`src/rtl/huffman_merge_ctrl.sv`:
```
// huffman_merge_ctrl
// Encoding-phase sequencer of the 6-symbol Huffman encoder. On an accepted
// start it latches the six counts into a node table. It then alternates
// FIND (pick the two lightest active slots) and MERGE (extend the codes of
// every symbol under those slots by one bit, then fuse the two slots) until
// one node remains. A registered code_valid pulse marks the final
// hc*/m* values.
//
// Handshake: start is a single-cycle request. It is accepted only when the
// block is idle and not presenting code_valid, which is exactly when
// busy=0. While busy=1 the block drops start without side effects.
// code_valid is a single-cycle pulse with no back-pressure. hc*/m* stay
// stable from that pulse until the next accepted start.
module huffman_merge_ctrl #(
   parameter int CW     = 8,
   parameter int CODE_W = 8
) (
   input  logic              clk,
   input  logic              reset,
   input  logic              start,
   input  logic [CW-1:0]     cnt1,
   input  logic [CW-1:0]     cnt2,
   input  logic [CW-1:0]     cnt3,
   input  logic [CW-1:0]     cnt4,
   input  logic [CW-1:0]     cnt5,
   input  logic [CW-1:0]     cnt6,
   output logic              busy,
   output logic              code_valid,
   output logic [CODE_W-1:0] hc1,
   output logic [CODE_W-1:0] hc2,
   output logic [CODE_W-1:0] hc3,
   output logic [CODE_W-1:0] hc4,
   output logic [CODE_W-1:0] hc5,
   output logic [CODE_W-1:0] hc6,
   output logic [CODE_W-1:0] m1,
   output logic [CODE_W-1:0] m2,
   output logic [CODE_W-1:0] m3,
   output logic [CODE_W-1:0] m4,
   output logic [CODE_W-1:0] m5,
   output logic [CODE_W-1:0] m6,
   output logic [1:0]        o_dbg_state
);

   // Three extra weight bits hold the sum of six maximal counts.
   localparam int WW = CW + 3;

   typedef enum logic [1:0] {
      S_IDLE  = 2'd0,
      S_FIND  = 2'd1,
      S_MERGE = 2'd2,
      S_DONE  = 2'd3
   } state_t;

   state_t            r_state;
   state_t            w_next_state;

   // Node table and per-symbol code construction state
   logic [5:0]        r_active;
   logic [WW-1:0]     r_weight [6];
   logic [5:0]        r_member [6];
   logic [2:0]        r_len    [6];
   logic [CODE_W-1:0] r_hc     [6];
   logic [CODE_W-1:0] r_m      [6];
   logic [2:0]        r_nact;
   logic [2:0]        r_a;
   logic [2:0]        r_b;
   logic              r_code_valid;

   logic [CW-1:0]     w_cnt [6];
   logic              w_accept;
   logic [2:0]        w_nz;
   logic [2:0]        w_find_a;
   logic [2:0]        w_find_b;
   logic              w_found_a;
   logic              w_found_b;
   logic [WW-1:0]     w_best_a;
   logic [WW-1:0]     w_best_b;
   logic [2:0]        w_lo;
   logic [2:0]        w_hi;

   assign w_cnt[0] = cnt1;
   assign w_cnt[1] = cnt2;
   assign w_cnt[2] = cnt3;
   assign w_cnt[3] = cnt4;
   assign w_cnt[4] = cnt5;
   assign w_cnt[5] = cnt6;

   // The code_valid cycle counts as busy, so start is refused there too.
   assign w_accept = start && (r_state == S_IDLE) && !r_code_valid;

   // The merged node lands in the lower slot; the higher slot is freed.
   assign w_lo = (r_a < r_b) ? r_a : r_b;
   assign w_hi = (r_a < r_b) ? r_b : r_a;

   // Count the symbols with a nonzero count at the start request.
   always_comb begin
      w_nz = 3'd0;
      for (int i = 0; i < 6; i++) begin
         w_nz = w_nz + {2'b00, (w_cnt[i] != '0)};
      end
   end

   // Lightest and second-lightest active slot; "<=" makes ties favour the higher index.
   always_comb begin
      w_find_a  = 3'd0;
      w_find_b  = 3'd0;
      w_found_a = 1'b0;
      w_found_b = 1'b0;
      w_best_a  = '0;
      w_best_b  = '0;
      for (int i = 0; i < 6; i++) begin
         if (r_active[i] && (!w_found_a || (r_weight[i] <= w_best_a))) begin
            w_found_a = 1'b1;
            w_best_a  = r_weight[i];
            w_find_a  = 3'(i);
         end
      end
      for (int i = 0; i < 6; i++) begin
         if (r_active[i] && (3'(i) != w_find_a) &&
             (!w_found_b || (r_weight[i] <= w_best_b))) begin
            w_found_b = 1'b1;
            w_best_b  = r_weight[i];
            w_find_b  = 3'(i);
         end
      end
   end

   // State register with synchronous reset.
   always_ff @(posedge clk) begin
      if (reset) r_state <= S_IDLE;
      else       r_state <= w_next_state;
   end

   // Next-state logic: one FIND/MERGE pair per merge round.
   always_comb begin
      w_next_state = r_state;
      case (r_state)
         S_IDLE: begin
            if (w_accept) w_next_state = (w_nz >= 3'd2) ? S_FIND : S_DONE;
         end
         S_FIND:  w_next_state = S_MERGE;
         S_MERGE: w_next_state = (r_nact == 3'd2) ? S_DONE : S_FIND;
         S_DONE:  w_next_state = S_IDLE;
         default: w_next_state = S_IDLE;
      endcase
   end

   // Node table, code build-up and the registered code_valid pulse.
   always_ff @(posedge clk) begin
      if (reset) begin
         r_active     <= '0;
         r_nact       <= 3'd0;
         r_a          <= 3'd0;
         r_b          <= 3'd0;
         r_code_valid <= 1'b0;
         for (int i = 0; i < 6; i++) begin
            r_weight[i] <= '0;
            r_member[i] <= '0;
            r_len[i]    <= 3'd0;
            r_hc[i]     <= '0;
            r_m[i]      <= '0;
         end
      end else begin
         r_code_valid <= (r_state == S_DONE);
         case (r_state)
            S_IDLE: begin
               if (w_accept) begin
                  r_nact <= w_nz;
                  for (int i = 0; i < 6; i++) begin
                     r_active[i] <= (w_cnt[i] != '0);
                     r_weight[i] <= WW'(w_cnt[i]);
                     r_member[i] <= 6'b000001 << i;
                     r_len[i]    <= 3'd0;
                     r_hc[i]     <= '0;
                     // A lone symbol still needs a one-bit code ("0").
                     r_m[i]      <= ((w_nz == 3'd1) && (w_cnt[i] != '0)) ?
                                    CODE_W'(1) : '0;
                  end
               end
            end
            S_FIND: begin
               r_a <= w_find_a;
               r_b <= w_find_b;
            end
            S_MERGE: begin
               // Lightest subtree takes a 1, the other a 0, at each symbol's next bit.
               for (int s = 0; s < 6; s++) begin
                  if (r_member[r_a][s]) begin
                     r_hc[s][r_len[s]] <= 1'b1;
                     r_m[s][r_len[s]]  <= 1'b1;
                     r_len[s]          <= r_len[s] + 3'd1;
                  end else if (r_member[r_b][s]) begin
                     r_hc[s][r_len[s]] <= 1'b0;
                     r_m[s][r_len[s]]  <= 1'b1;
                     r_len[s]          <= r_len[s] + 3'd1;
                  end
               end
               r_weight[w_lo] <= r_weight[r_a] + r_weight[r_b];
               r_member[w_lo] <= r_member[r_a] | r_member[r_b];
               r_active[w_lo] <= 1'b1;
               r_active[w_hi] <= 1'b0;
               r_nact         <= r_nact - 3'd1;
            end
            default: ;
         endcase
      end
   end

   assign busy        = (r_state != S_IDLE) || r_code_valid;
   assign code_valid  = r_code_valid;
   assign o_dbg_state = r_state;

   assign hc1 = r_hc[0];
   assign hc2 = r_hc[1];
   assign hc3 = r_hc[2];
   assign hc4 = r_hc[3];
   assign hc5 = r_hc[4];
   assign hc6 = r_hc[5];
   assign m1  = r_m[0];
   assign m2  = r_m[1];
   assign m3  = r_m[2];
   assign m4  = r_m[3];
   assign m5  = r_m[4];
   assign m6  = r_m[5];

endmodule

```
`config.mk`:
```
export PLATFORM = sky130hd
export DESIGN_NAME = huffman_merge_ctrl
export DESIGN_NICKNAME = d
export VERILOG_FILES = /design/src/rtl/huffman_merge_ctrl.sv
export SDC_FILE = /design/constraint.sdc
export NUM_CORES = 1
export LEC_CHECK = 0
export CORE_ASPECT_RATIO = 0.9
export CORE_MARGIN = 2
export CORE_UTILIZATION = 25
export CTS_CLUSTER_DIAMETER = 200
export DETAILED_ROUTE_END_ITERATION = 10
export GPL_TIMING_DRIVEN = 0
export PLACE_DENSITY = 0.4
export SLEW_MARGIN = 15
export SYNTH_ARGS = -nofsm -noshare
export SYNTH_HDL_FRONTEND = slang
export SYNTH_SLANG_ARGS = --single-unit
```
`constraint.sdc`:
```
create_clock -name clk -period 22.3 [get_ports clk]
set_input_delay 4.46 -clock clk [delete_from_list [all_inputs] [get_ports clk]]
set_output_delay 4.46 -clock clk [all_outputs]
set_load 0.02 [all_outputs]
```
==> run_results.csv <==
group,metric,value,unit
status,status,"complete, no violations",
power_and_ir_drop,p_seq_share,36.0,%
global_route,grt_pass1_vias,14146,
power_and_ir_drop,intPower,1150,uW
yosys,postSynthCellCount,1592,
drt,drc,0,
cts,tritoncts,"yes",
yosys,yosys.area.top_type_share,43.3,%
drt,drtAntennaViolNets,0,
global_route,grt_pass1_wl,97600,um
drt,wl,67400,um
drt,drt-pass1-iter-count,5,
sta,layout_min_cycle_time,20.94,ns
cts,root_buffer,"clkbuf_16",
yosys,synth_edf_count,250,
worst_setup_path,startpoint,"r_active[0]",
sta,min_period_over_period,93.9,%
worst_setup_path,cp_common_cell,"ha_1",
placement,dp_hpwl,52300,um
cts,clk_latency,0.57,ns
cells_and_area,layout-drive-gt1-share,12.0,%
worst_setup_path,cp.required,22.77,ns
yosys,synth.distinct_cells,65,
cts,cts_buffers,34,
drt,via_per_inst,5.14,
yosys,ys_seq_elements,274,
sta,hold_violations,0,
sta,skew,0.0195,ns
power_and_ir_drop,power_density,85.0,nW/um^2
die,io_pins,151,
cells_and_area,utilization,31.1,%
worst_setup_path,r2r_end,"r_b[2]",
worst_setup_path,cp-start-kind,"register",
worst_setup_path,rr_worst_depth,103,
yosys,synthTopCellsByArea,"edfxtp_1 (43%), ha_1 (9.6%), mux4_2 (8.8%)",
hold_path,hp-class,"reg2reg",
yosys,ys.flop_type,"edfxtp_1",
worst_setup_path,cpPeakStageDelay,0.51,ns
yosys,yosysMostFrequentCell,"edfxtp_1",
die,coreArea,68700,um^2
die,chipWidth,282,um
drt,drt_first_iter_violations,1282,
power_and_ir_drop,p_sw_share,36.7,%
yosys,synth_largest_area_cell,"edfxtp_1",
yosys,synth.avg_cell_area,10.9,um^2
drt,vias,14098,
worst_setup_path,criticalPathCategory,"reg2reg",
worst_setup_path,worst-path-max-fanout,10,
yosys,yosys_warnings,0,
power_and_ir_drop,power.total,1810,uW
worst_setup_path,r2r_slack,1.36,ns
sta,rsz0062_at_grt,"no",
power_and_ir_drop,leakage,0.00785,uW
global_route,grt_usage,18.9,%
die,row_count,91,
global_route,grt_max_degree,18,
sta,fmax,47.8,MHz
sta,worstMarginPinSlew,1.20,ns
cts,cts_sinks,274,
cts,cts_buffer_depth,3,
worst_setup_path,setup.worst_path.end_class,"register",
power_and_ir_drop,switching_power,665,uW
sta,slew_headroom,19.9,%
global_route,antenna_found_initial,2,
die,dieArea,71500,um^2
cells_and_area,area_growth,22.8,%
yosys,synth_common_cells,"edfxtp_1 (250), nor2_1 (213), ha_1 (133), nand2_1 (109), o21ai_0 (87)",
global_route,overflow,0,
die,die_height,254,um
placement,gp_congestion,0.930,
drt,post_drt_wl_per_cell,24.6,um
sta,hold-worst-slack,0.486,ns
placement,portBuffers,149,
power_and_ir_drop,vdd_drop_max,0.0446,mV
worst_setup_path,crit_path_top_delay_cell,"a2111o_1",
cts,cts_setup_buffers,0,
worst_setup_path,cp-endpoint,"r_b[2]",
cts,path_clk_slew,0.06,ns
die,start_util,25.3,%
sta,slew_violations,0,
yosys,synth_seq_area_share,46.0,%
yosys,syn-num-nets,1780,
worst_setup_path,crit_arrival,21.41,ns
worst_setup_path,reg2reg_from,"r_active[0]",
power_and_ir_drop,power_frac_comb,33.7,%
power_and_ir_drop,clkPwrFrac,30.3,%
cts,htreeDepth,2,
cells_and_area,layout.nets,1974,
yosys,synthArstFlopShare,0,%
run,maxCapViolations,0,
yosys,syn_area,17400,um^2
sta,finalSetupViolations,0,
[cells by family after synthesis]
logic type | share of synthesized area [%]
AO/OA/AOI/OAI | 13.4
adder cells (fa/ha/maj) | 10.0
multiplexers | 12.3
AND/OR/NAND/NOR | 14.0
XOR/XNOR | 0.606
flip-flops | 46.0
buffers and inverters | 3.71
[worst min-delay path by stage]
stage | slack [ns] | cells past startpoint | from | to
6_report | 0.49 | 1 | r_nact[0] | r_nact[0]
2_1_floorplan | 0.44 | 1 | r_nact[0] | r_nact[0]
4_1_cts | 0.48 | 1 | r_nact[0] | r_nact[0]
3_3_place_gp | 0.47 | 2 | r_nact[2] | r_nact[2]
5_1_grt | 0.50 | 2 | r_nact[2] | r_nact[2]
3_5_place_dp | 0.46 | 1 | r_nact[0] | r_nact[0]
[cell type report]
cell class / count / area (um^2)
Antenna cell: 1 / 2.50
Buffer: 80 / 354
Clock buffer: 49 / 937
Clock inverter: 11 / 126
Fill cell: 7075 / 47300
Inverter: 84 / 315
Multi-Input combinational cell: 1154 / 8880
Sequential cell: 274 / 7990
Tap cell: 930 / 1160
Timing Repair Buffer: 158 / 1550
[power groups by stage]
| stage | sequential (uW) | clock [uW] | combinational, uW |
|---|---|---|---|
| CTS | 652 | 562 | 597 |
| floorplan | 656 | 0 | 358 |
| detailed placement | 662 | 0 | 593 |
| global placement | 662 | 0 | 583 |
| global route | 656 | 583 | 669 |
| finish | 653 | 549 | 610 |
[cells in the final DEF, fill, tap and decap left out, types with 62 or more instances in the layout]
cell             count
edfxtp_1           250
nor2_1             212
clkdlybuf4s50_1    149
ha_1               133
nand2_1            109
o21ai_0             87
inv_1               84
mux4_2              68
clkbuf_1            65
a21oi_1             62
[critical path: cells and delay by family (launching register included)]
family          cells  cell delay (ns)
flops               1             0.34
mux                 2             0.75
buf+inv            15             3.01
simple gates       26             4.24
compound gates     50             9.50
fa+ha+maj          10             2.95
[what timing repair did]
action                                  4_1_cts  5_1_grt
cloned                                        0        0
hold buffers                                  0        0
resized for setup                             5       41
pin swaps                                     0        2
endpoints found under the setup margin        6        6
[stage by stage]
stage,TNS (ns),std cells,instance area [um^2],setup slack [ns]
3_3_place_gp,-2.81,2671,20000,-0.650
2_1_floorplan,0,1592,17400,4.57
4_1_cts,0,2740,21200,0.142
3_5_place_dp,-2.52,2680,20100,-0.596
5_1_grt,0,2740,21300,0.0363
6_report,0,2741,21300,1.36
[sequential cells by signal (all words and copies together) (netlist names), named ones only]
signal / flops
r_len: 18
r_hc: 48
r_a: 3
code_valid: 1
r_active: 6
r_weight: 88
r_member: 48
r_nact: 3
r_m: 48
r_b: 3
o_dbg_state: 2
[layer usage]
metal,GRT usage [%],wire (um),vias to the layer above
li1,-,-,6398
met1,26.5,30800,7096
met2,29.6,30200,491
met3,3.36,4470,109
met4,5.55,1930,4
met5,0,29,-
Note: power is estimated with default switching activity, not from simulation.
